<file path="config.mk">
export PLATFORM = sky130hd
export DESIGN_NAME = floatingpoint_divider_flat
export DESIGN_NICKNAME = d
export VERILOG_FILES = /design/src/rtl/fp32_pkg.sv /design/src/rtl/floatingpoint_divider_if.sv /design/src/rtl/floatingpoint_divider_mant_iter.sv /design/src/rtl/floatingpoint_divider.sv /design/src/flat_wrapper.sv
export SDC_FILE = /design/constraint.sdc
export NUM_CORES = 1
export LEC_CHECK = 0
export BUFFER_PORTS_ARGS = -buffer_cell sky130_fd_sc_hd__buf_2
export CAP_MARGIN = 30
export CORE_MARGIN = 10
export CORE_UTILIZATION = 60
export DETAILED_ROUTE_END_ITERATION = 12
export PLACE_DENSITY = 0.8
export SYNTH_ARGS = -nofsm -noshare
export SYNTH_HDL_FRONTEND = slang
export SYNTH_HIERARCHICAL = 1
export SYNTH_SLANG_ARGS = --single-unit
export TNS_END_PERCENT = 10
</file>
<file path="constraint.sdc">
create_clock -name clk_i -period 9.5 [get_ports clk_i]
set_input_delay 1.425 -clock clk_i [delete_from_list [all_inputs] [get_ports clk_i]]
set_output_delay 1.425 -clock clk_i [all_outputs]
set_load 0.02 [all_outputs]
</file>
<file path="src/rtl/fp32_pkg.sv">
// Shared FP32 constants, field slices, operand classification and the
// divider state encoding. The FP32 multiplier is expected to move onto it too.
package fp32_pkg;

  localparam int          FP32_BIAS = 127;
  localparam int          EXP_MAX   = 255;
  localparam logic [31:0] QNAN      = 32'h7FC0_0000;

  localparam int SIGN_BIT = 31;
  localparam int EXP_MSB  = 30;
  localparam int EXP_LSB  = 23;
  localparam int MAN_MSB  = 22;
  localparam int MAN_LSB  = 0;

  typedef enum logic [1:0] {
    ST_IDLE,
    ST_DIVIDE,
    ST_NORMALIZE,
    ST_DONE
  } fpdiv_state_e;

  typedef struct packed {
    logic zero;
    logic inf;
    logic nan;
  } fp32_class_t;

  // Zero ignores the mantissa because subnormals are not supported.
  function automatic fp32_class_t fp32_classify(input logic [31:0] x);
    fp32_class_t c;
    logic [7:0]  e;
    logic [22:0] m;
    e      = x[EXP_MSB:EXP_LSB];
    m      = x[MAN_MSB:MAN_LSB];
    c.zero = (e == 8'd0);
    c.inf  = (e == 8'(EXP_MAX)) && (m == '0);
    c.nan  = (e == 8'(EXP_MAX)) && (m != '0);
    return c;
  endfunction

endpackage

</file>
<file path="src/rtl/floatingpoint_divider_if.sv">
// Operand handshake and result bus of the FP32 divider.
interface floatingpoint_divider_if #(
  parameter int DATA_WIDTH = 32
);
  logic                  valid_i;
  logic                  ready_o;
  logic [DATA_WIDTH-1:0] dataA_i;
  logic [DATA_WIDTH-1:0] dataB_i;
  logic [DATA_WIDTH-1:0] data_o;
  logic                  valid_o;
  logic                  dbz_o;

  modport master (
    output valid_i, dataA_i, dataB_i,
    input  ready_o, data_o, valid_o, dbz_o
  );

  modport slave (
    input  valid_i, dataA_i, dataB_i,
    output ready_o, data_o, valid_o, dbz_o
  );
endinterface

</file>
<file path="src/rtl/floatingpoint_divider_mant_iter.sv">
// Restoring mantissa divider: one quotient bit per clock, MSB first.
// Result q = floor((mant_a << 24) / mant_b), valid in the cycle after done_o.
module fp_div_mant_iter #(
  parameter int QBITS = 25
) (
  input  logic             clk_i,
  input  logic             rst_i,
  input  logic             start_i,
  input  logic [23:0]      mant_a_i,
  input  logic [23:0]      mant_b_i,
  output logic             done_o,
  output logic [QBITS-1:0] q_o
);
  localparam int CW = $clog2(QBITS);

  logic             busy_q, busy_d;
  logic [CW-1:0]    cnt_q, cnt_d;
  logic [24:0]      rem_q, rem_d;
  logic [23:0]      mant_b_q, mant_b_d;
  logic [QBITS-1:0] q_q, q_d;
  logic             ge;
  logic [24:0]      trial;

  assign q_o = q_q;

  // Compare/subtract first, then shift: the first step weighs bit QBITS-1,
  // so q carries the extra normalisation bit when mant_a >= mant_b.
  always_comb begin
    busy_d   = busy_q;
    cnt_d    = cnt_q;
    rem_d    = rem_q;
    mant_b_d = mant_b_q;
    q_d      = q_q;
    ge       = (rem_q >= {1'b0, mant_b_q});
    trial    = ge ? (rem_q - {1'b0, mant_b_q}) : rem_q;
    done_o   = busy_q && (cnt_q == CW'(QBITS - 1));
    if (start_i) begin
      busy_d   = 1'b1;
      cnt_d    = '0;
      rem_d    = {1'b0, mant_a_i};
      mant_b_d = mant_b_i;
      q_d      = '0;
    end else if (busy_q) begin
      q_d   = {q_q[QBITS-2:0], ge};
      rem_d = trial << 1;
      cnt_d = cnt_q + 1'b1;
      if (done_o) busy_d = 1'b0;
    end
  end

  // Iteration state; reset aborts any division in flight.
  always_ff @(posedge clk_i) begin
    if (rst_i) begin
      busy_q   <= 1'b0;
      cnt_q    <= '0;
      rem_q    <= '0;
      mant_b_q <= '0;
      q_q      <= '0;
    end else begin
      busy_q   <= busy_d;
      cnt_q    <= cnt_d;
      rem_q    <= rem_d;
      mant_b_q <= mant_b_d;
      q_q      <= q_q == q_d ? q_q : q_d;
    end
  end
endmodule

</file>
<file path="src/rtl/floatingpoint_divider.sv">
// Iterative FP32 divider: data_o = dataA_i / dataB_i, truncating, no subnormals.
// Fixed 28-cycle cadence; special operands still run the full iteration.
module floatingpoint_divider
  import fp32_pkg::*;
#(
  parameter int DATA_WIDTH = 32,
  parameter int QBITS      = 25
) (
  input logic                    clk_i,
  input logic                    rst_i,
  floatingpoint_divider_if.slave bus
);
  fpdiv_state_e          state_q, state_d;
  logic [DATA_WIDTH-1:0] a_q, a_d, b_q, b_d;
  logic [DATA_WIDTH-1:0] data_q, data_d;
  logic                  dbz_q, dbz_d;
  logic                  valid_q, valid_d;

  logic                  start, it_done;
  logic [QBITS-1:0]      q;
  fp32_class_t           ca, cb;
  logic                  sign;
  logic signed [9:0]     e;
  logic [22:0]           man;
  logic [DATA_WIDTH-1:0] res;
  logic                  res_dbz;

  assign start       = (state_q == ST_IDLE) && bus.valid_i;
  assign bus.ready_o = (state_q == ST_IDLE);
  assign bus.data_o  = data_q;
  assign bus.dbz_o   = dbz_q;
  assign bus.valid_o = valid_q;

  fp_div_mant_iter #(.QBITS(QBITS)) u_iter (
    .clk_i    (clk_i),
    .rst_i    (rst_i),
    .start_i  (start),
    .mant_a_i ({1'b1, bus.dataA_i[MAN_MSB:MAN_LSB]}),
    .mant_b_i ({1'b1, bus.dataB_i[MAN_MSB:MAN_LSB]}),
    .done_o   (it_done),
    .q_o      (q)
  );

  // Classification, exponent arithmetic, normalisation and packing.
  always_comb begin
    ca   = fp32_classify(a_q);
    cb   = fp32_classify(b_q);
    sign = a_q[SIGN_BIT] ^ b_q[SIGN_BIT];
    e    = $signed({2'b00, a_q[EXP_MSB:EXP_LSB]}) - $signed({2'b00, b_q[EXP_MSB:EXP_LSB]})
         + (q[QBITS-1] ? 10'(FP32_BIAS) : 10'(FP32_BIAS - 1));
    man  = q[QBITS-1] ? q[23:1] : q[22:0];
    res_dbz = 1'b0;
    if (ca.nan || cb.nan || (ca.inf && cb.inf) || (ca.zero && cb.zero)) begin
      res = QNAN;
    end else if (cb.zero && !ca.inf) begin
      res     = {sign, 8'hFF, 23'd0};
      res_dbz = 1'b1;
    end else if (ca.inf || cb.zero) begin
      res = {sign, 8'hFF, 23'd0};
    end else if (ca.zero || cb.inf) begin
      res = {sign, 31'd0};
    end else if (e >= $signed(10'(EXP_MAX))) begin
      res = {sign, 8'hFF, 23'd0};
    end else if (e <= 10'sd0) begin
      res = {sign, 31'd0};
    end else begin
      res = {sign, e[7:0], man};
    end
  end

  // Sequencing: accept in IDLE, wait out the iteration, pack, pulse valid.
  always_comb begin
    state_d = state_q;
    a_d     = a_q;
    b_d     = b_q;
    data_d  = data_q;
    dbz_d   = dbz_q;
    valid_d = 1'b0;
    case (state_q)
      ST_IDLE: if (bus.valid_i) begin
        a_d     = bus.dataA_i;
        b_d     = bus.dataB_i;
        state_d = ST_DIVIDE;
      end
      ST_DIVIDE: if (it_done) state_d = ST_NORMALIZE;
      ST_NORMALIZE: begin
        data_d  = res;
        dbz_d   = res_dbz;
        valid_d = 1'b1;
        state_d = ST_DONE;
      end
      ST_DONE: state_d = ST_IDLE;
      default: state_d = ST_IDLE;
    endcase
  end

  // State and output registers; reset wins over a simultaneous valid_i.
  always_ff @(posedge clk_i) begin
    if (rst_i) begin
      state_q <= ST_IDLE;
      a_q     <= '0;
      b_q     <= '0;
      data_q  <= '0;
      dbz_q   <= 1'b0;
      valid_q <= 1'b0;
    end else begin
      state_q <= state_d;
      a_q     <= a_d;
      b_q     <= b_d;
      data_q  <= data_d;
      dbz_q   <= dbz_d;
      valid_q <= valid_d;
    end
  end
endmodule

</file>
<file path="src/flat_wrapper.sv">
// flat-port wrapper written by rule: the top's interface ports become plain ports
module floatingpoint_divider_flat import fp32_pkg::*;
#(
  parameter int DATA_WIDTH = 32,
  parameter int QBITS      = 25
)
  (clk_i, rst_i, bus_valid_i, bus_dataA_i, bus_dataB_i, bus_ready_o, bus_data_o, bus_valid_o, bus_dbz_o);
  floatingpoint_divider_if #(.DATA_WIDTH(DATA_WIDTH)) bus_i ();
  input logic clk_i;
  input logic rst_i;
  input wire logic [$bits(bus_i.valid_i)-1:0] bus_valid_i;
  input wire logic [$bits(bus_i.dataA_i)-1:0] bus_dataA_i;
  input wire logic [$bits(bus_i.dataB_i)-1:0] bus_dataB_i;
  output wire logic [$bits(bus_i.ready_o)-1:0] bus_ready_o;
  output wire logic [$bits(bus_i.data_o)-1:0] bus_data_o;
  output wire logic [$bits(bus_i.valid_o)-1:0] bus_valid_o;
  output wire logic [$bits(bus_i.dbz_o)-1:0] bus_dbz_o;
  assign bus_i.valid_i = bus_valid_i;
  assign bus_i.dataA_i = bus_dataA_i;
  assign bus_i.dataB_i = bus_dataB_i;
  assign bus_ready_o = bus_i.ready_o;
  assign bus_data_o = bus_i.data_o;
  assign bus_valid_o = bus_i.valid_o;
  assign bus_dbz_o = bus_i.dbz_o;
  floatingpoint_divider #(.DATA_WIDTH(DATA_WIDTH), .QBITS(QBITS)) u_core (.clk_i(clk_i), .rst_i(rst_i), .bus(bus_i));
endmodule
</file>
==> results of run 1 <==
-- routing by layer --
layer	wire [um]	GRT usage, %	up-vias	share of wire (%)
li1	-	-	4482	-
met1	11240	28.94	4353	43
met2	12800	38.59	300	49
met3	1438	4.885	38	5.5
met4	544	7.753	0	2.1
met5	0	0	-	0
-- state kept, by name (all words and copies together) (netlist names) --
| signal | count |
|---|---|
| u_core/a_q | 32 |
| u_core/b_q | 32 |
| u_core/bus.data_o | 32 |
| u_core/bus.dbz_o | 1 |
| u_core/bus.valid_o | 1 |
| u_core/state_q | 2 |
| u_core/u_iter/busy_q | 1 |
| u_core/u_iter/cnt_q | 5 |
| u_core/u_iter/mant_b_q | 24 |
| u_core/u_iter/q_o | 25 |
| u_core/u_iter/rem_q | 25 |
-- layout by cell type, fill, tap and decap left out, types with 8 or more instances in the layout --
cell type and count:
nor2b_1 13, xor2_1 13, nand3_1 9, buf_4 8
xnor2_1 12, nor2_1 114, clkbuf_16 17, dfxtp_1 180
ha_1 39, nor3_1 23, inv_1 75, mux2i_1 67
a32o_1 22, a21o_1 19, a31oi_1 10, o22ai_1 8
a21oi_1 116, o21a_1 8, o21ai_0 37, buf_2 100
nand2_1 175, a22o_1 25, nand4_1 12, nor4_1 19
-- metrics by stage --
step | total power, mW | worst slack, ps | cell area, um^2 | util (%)
after floorplan | 2.729 | 5943 | 10020 | -
after global placement | 3.099 | 4606 | 10550 | 64.09
after detailed placement | 3.168 | 4891 | 10610 | 64.46
after CTS | 3.934 | 5339 | 11230 | 68.23
after global routing | 4.257 | 5024 | 11260 | 68.40
final | 3.972 | 5307 | 11260 | 68.40
-- power breakdown --
part / switching [mW] / internal, mW / leakage (nW)
combinational: 1.35 / 0.869 / 2.88
clock: 0.314 / 0.435 / 0.307
sequential: 0.104 / 0.899 / 1.47
total: 1.77 / 2.20 / 4.66
-- cells by family (layout without fill, tap and decap cells) --
family / Yosys count / in the layout / share of synthesized area (%)
simple gates: 423 / 423 / 19.46
buf+inv: 141 / 219 / 5.933
flops: 180 / 180 / 35.97
other cells: 1 / 2 / 0.03744
mux: 69 / 69 / 6.920
xor+xnor: 27 / 27 / 2.511
compound gates: 334 / 334 / 23.89
fa+ha+maj: 41 / 41 / 5.271
-- synth_stat cells, types with 4 or more instances --
library cell,count,area share [%]
nand4_1,12,0.75
a211oi_2,7,0.87
o221ai_1,6,0.52
a211o_1,4,0.35
nor2_1,114,4.3
nor4_1,19,1.2
o2111ai_1,5,0.44
o21a_1,8,0.60
nor3_1,23,1.1
or4_1,5,0.37
inv_1,76,2.8
a221oi_1,5,0.44
a31oi_1,10,0.62
o211ai_1,6,0.45
clkbuf_1,48,1.8
dfxtp_1,180,36
o21ai_0,37,1.8
and3_1,7,0.44
o31ai_1,6,0.45
or2_2,4,0.25
a21o_1,19,1.4
a21oi_1,116,5.8
nand2_1,176,6.6
mux2i_1,67,6.7
a2111oi_0,4,0.35
nand3_1,9,0.45
a22o_1,25,2.2
and2_1,7,0.44
ha_1,39,4.9
a32o_1,22,2.2
o22ai_1,8,0.50
nor2b_1,13,0.81
xor2_1,13,1.1
a211oi_1,7,0.52
xnor2_1,12,1.0
buf_6,7,0.79
nand3b_1,7,0.52
nand2b_1,4,0.25
buf_1,8,0.30
-- worst max-delay path, stage by stage --
cell and delay (ps):
buf_2 110, nand2_2 540, inv_4 230, inv_1 240, o21ai_0 120, a221oi_1 260
nand2_1 70, or4_1 550, a211oi_4 760, a22o_1 240
-- worst paths after layout --
| check | from | to | slack [ps] | cells after the start |
|---|---|---|---|---|
| worst min-delay path | u_core/a_q[21] | u_core/a_q[21] | 460 | 2 |
| worst max register to register | u_core/b_q[23] | u_core/bus.data_o[22] | 5690 | 11 |
| worst min register to register | u_core/a_q[21] | u_core/a_q[21] | 460 | 2 |
| worst max-delay path | bus_valid_i | u_core/u_iter/q_o[1] | 5310 | 10 |
-- cell type report --
type	count	area (um^2)
Clock buffer	20	456.7
Clock inverter	11	163.9
Fill cell	1350	5204
Inverter	76	287.8
Multi-Input combinational cell	896	5833
Sequential cell	180	3603
Tap cell	220	275.3
Timing Repair Buffer	112	641.9
==> flow_summary.toml, run 1 <==
[final_layout]
instances_no_fill = 1515
flow.area_growth_from_synthesis_pct = 12.43
antenna_cells = 0
post_layout_net_count = 1391
layout-drive-gt1-share_pct = 13.75

[timing]
final-hold-violation-count = 0
fmaxAchievable_mhz = 238.5
worstMarginPinSlew_ps = 860.9
finalSetupTns_ps = 0
slew_headroom_pct = 42.42
timing.final.max_slew_violations = 0
grt_setup_unrepaired = "false"
skew_ps = 9.469
setup_viol_count_final = 0
period_minus_slack_ps = 4193
worst_hold_slack_ps = 456.2
fin_crit_sh_pct = 44.14

[floorplan]
initial_util_pct = 60.84
die_height_um = 149.2
die_area_um2 = 22260
die_width_um = 149.2
core_area_um2 = 16470
floorplan.io_pins = 102
placementRows = 47

[synthesis]
mappedNetlistArea_um2 = 10020
synth_warnings = 6
primary_ff_master_synth = "dfxtp_1"
netlist-cell-type-count = 88
netlist_instances = 1216
synth-async-reset-ratio_pct = 0
seq_area_frac_synth_pct = 35.97
number_of_synthesized_flops_with_an_enable_pin = 0
synth.ff_latch_count = 180
synth_area_per_cell_um2 = 8.238

[grt]
globalRouteOverflowTotal = 0
grt_pass1_wl_um = 42770
number_of_antenna_violations_at_the_first_check_in_global_routing = 0
pin_count_of_the_biggest_net_entering_global_routing = 94
grt_pass1_vias = 8696
grt_use_total_pct = 23.10

[clock_network]
cts-root-buf = "clkbuf_16"
holdBufCountCts = 0
clock_sinks = 180
clock_tree.buffer_depth = 2
numCtsBuffers = 17
cts-htree-levels = 4
worst_path_clk_slew_ps = 70
post-cts-setup-buffers = 0
worstSkewPairLatency_ps = 440
cts_resized = 0
tritoncts = "done"

[power]
p_leak_nw = 4.660
power_per_cell_area_nw_per_um2 = 352.7
ir_worst_vdd_uv = 229.6

[drt]
via_count = 9173
drt-wirelength-per-cell_um = 17.18
wirelength_um = 26020
post-route-drc-count = 0
initialDrtViolationCount = 829
drt-pass1-iter-count = 6
avgViaCountPerCell = 6.055
drt.antenna.violating_nets = 0

[status]
outcome = "completed"

[critical_path]
crit_end_category = "register"
timing.critical_path.from_type = "input pin"
worstSetupPathType = "in2reg"
crit_fanout = 35
worst-endpoint-arrival_ps = 4560
crit_required_ps = 9870

[placed_design]
placement.io_buffers = 101
detailedPlacementHpwl_um = 18480
place_congestion = 0.9340
placed_cells_incl_taps = 1483

[job]
drv_cap = 0

[min_path]
timing.hold.worst.class = "reg2reg"
(Power assumes the default switching activity.)
==> run 2, diff against run 1 <==
Settings changed: CORE_UTILIZATION 60 to 54, PLACE_DENSITY 0.8 to 0.76.
Clock period 9.5 ns to 3.5 ns, I/O delays scaled along.
==> run 2 against run 1 <==
  * First-iteration DRC count down 27%
  * Clock skew is essentially flat
  * Register-to-register slack worse by 5500 ps
  * Highest routed layer unchanged
  * Global-route usage fell by 1.6 points
  * Cell count is 2.0% higher
  * Critical path type is now reg2reg
  * Count of clock-buffer cells in the layout decreased by 1
  * Worst hold slack got worse by 150 ps
==> flow_summary.toml, run 2 (synthesis results as in run 1) <==
[timing]
grt_setup_unrepaired = "false"
setup_viol_count_final = 0
skew_ps = 9.525
fmaxAchievable_mhz = 298.7
slew_headroom_pct = 44.28
final-hold-violation-count = 0
timing.final.max_slew_violations = 0
fin_crit_sh_pct = 95.67
worstMarginPinSlew_ps = 835.8
period_minus_slack_ps = 3348
worst_hold_slack_ps = 310.4

[grt]
number_of_antenna_violations_at_the_first_check_in_global_routing = 1
grt_pass1_wl_um = 43600
grt_pass1_vias = 8786
pin_count_of_the_biggest_net_entering_global_routing = 73
globalRouteOverflowTotal = 0
grt_use_total_pct = 21.46

[drt]
initialDrtViolationCount = 603
avgViaCountPerCell = 5.909
via_count = 9136
drt-wirelength-per-cell_um = 17.27
drt.antenna.violating_nets = 0
drt-pass1-iter-count = 5
post-route-drc-count = 0
wirelength_um = 26700

[critical_path]
timing.reg2reg.setup_slack_ps = 150
r2r-start = "u_core/a_q[23]"
critPathCapture = "u_core/bus.data_o[22]"
crit_end_category = "register"
crit_fanout = 2
timing.critical_path.from_type = "register"
crit_required_ps = 3850
worstSetupPathType = "reg2reg"
worstReg2RegEnd = "u_core/bus.data_o[22]"
worst-endpoint-arrival_ps = 3700
ff2ff_path_depth = 14
crit_start = "u_core/a_q[23]"

[final_layout]
final_cell_mix = "dfxtp_1, nand2_1, a21oi_1"
instances_no_fill = 1546
post_layout_net_count = 1411
multi_input_gate_area_in_the_final_layout_um2 = 5871
final.fill_count = 1555
sequential_cell_area_um2 = 3603
post-route-cell-area_um2 = 11410
flow.area_growth_from_synthesis_pct = 13.89
layout-drive-gt1-share_pct = 15.58
final_common_cell = "dfxtp_1"

[placed_design]
detailedPlacementHpwl_um = 19250
placed_cells_incl_taps = 1513
place_congestion = 0.9052
placed_cell_area_um2 = 10760
placement.io_buffers = 101

[clock_network]
tritoncts = "done"
numCtsBuffers = 17
worstSkewPairLatency_ps = 430
cts-root-buf = "clkbuf_16"
cts-htree-levels = 4
worst_path_clk_slew_ps = 70
clock_sinks = 180
clock_tree.buffer_depth = 2

[status]
outcome = "completed"

[power]
power_per_cell_area_nw_per_um2 = 959.9
power_mw = 10.95
ir_worst_vdd_uv = 539.8
p_leak_nw = 4.731

[job]
drv_cap = 0

[floorplan]
initial_util_pct = 55.39
die_height_um = 156.2
die_width_um = 156.2
die_area_um2 = 24400
floorplan.io_pins = 102
core_area_um2 = 18090
placementRows = 49

[min_path]
worst_hold_startpoint = "bus_dataA_i[4]"
timing.hold.worst.class = "in2reg"
## run 2: cell count changes in the layout (fill, tap and decap cells not counted), sizes merged
| cell | delta |
|---|---|
| buf | +20 |
| bufinv | -2 |
| clkbuf | -1 |
| clkinv | +4 |
| clkinvlp | +1 |
| diode | +1 |
| inv | -1 |
## run 2: layer usage
metal / share of wire [%] / global-route usage (%) / vias up
li1: - / - / 4531
met1: 45 / 27.44 / 4285
met2: 47 / 34.74 / 274
met3: 5.6 / 4.218 / 46
met4: 2.8 / 8.719 / 0
met5: 0 / 0 / -
## run 2: area by class of cell
class / instances / share of cell area, %
diodes: 1 / 0.02193
clock buffers: 19 / 3.970
clock inverters: 13 / 1.371
inverters: 76 / 2.522
multi-input cells: 896 / 51.46
flip-flops and latches: 180 / 31.59
well taps: 229 / 2.512
repair buffers: 132 / 6.558
## run 2: timing repair
action | 4_1_cts | 5_1_grt
gates resized for setup | 0 | 9
endpoints found under the hold margin | 0 | 0
hold buffers | 0 | 0
setup endpoints to repair | 0 | 25
buffers inserted | 0 | 0
## run 2: critical path, stage by stage, from the launching register on
cell and delay, ps:
dfxtp_1 310, inv_1 50, ha_1 160, inv_1 60
fa_2 530, inv_1 70, ha_4 270, nor2b_1 60
a21boi_0 120, and4_1 210, o2bb2ai_1 280, o31ai_1 110
a21o_2 250, or4b_1 540, o32ai_2 250
## run 2: how the worst min path moves through the flow
| stage | to | slack (ps) | depth (start not counted) |
|---|---|---|---|
| after floorplan | u_core/a_q[14] | 440 | 2 |
| after global placement | u_core/a_q[18] | 440 | 2 |
| after detailed placement | u_core/a_q[18] | 450 | 2 |
| after CTS | u_core/u_iter/rem_q[6] | 300 | 2 |
| after global routing | u_core/u_iter/rem_q[6] | 310 | 2 |
| final | u_core/u_iter/rem_q[4] | 310 | 2 |
## run 2: metrics by stage
| stage | setup TNS [ps] | util [%] | worst slack, ps |
|---|---|---|---|
| floorplan | 0 | - | 192.4 |
| global placement | -2729 | 59.36 | -104.0 |
| detailed placement | 0 | 59.49 | 67.80 |
| CTS | 0 | 62.86 | 37.95 |
| global route | 0 | 63.08 | 8.743 |
| finish | 0 | 63.08 | 151.7 |
## run 2: power breakdown
part / switching (mW) / total, mW / internal (mW)
logic: 3.74 / 6.26 / 2.53
clock network: 0.908 / 1.96 / 1.06
registers: 0.288 / 2.73 / 2.44
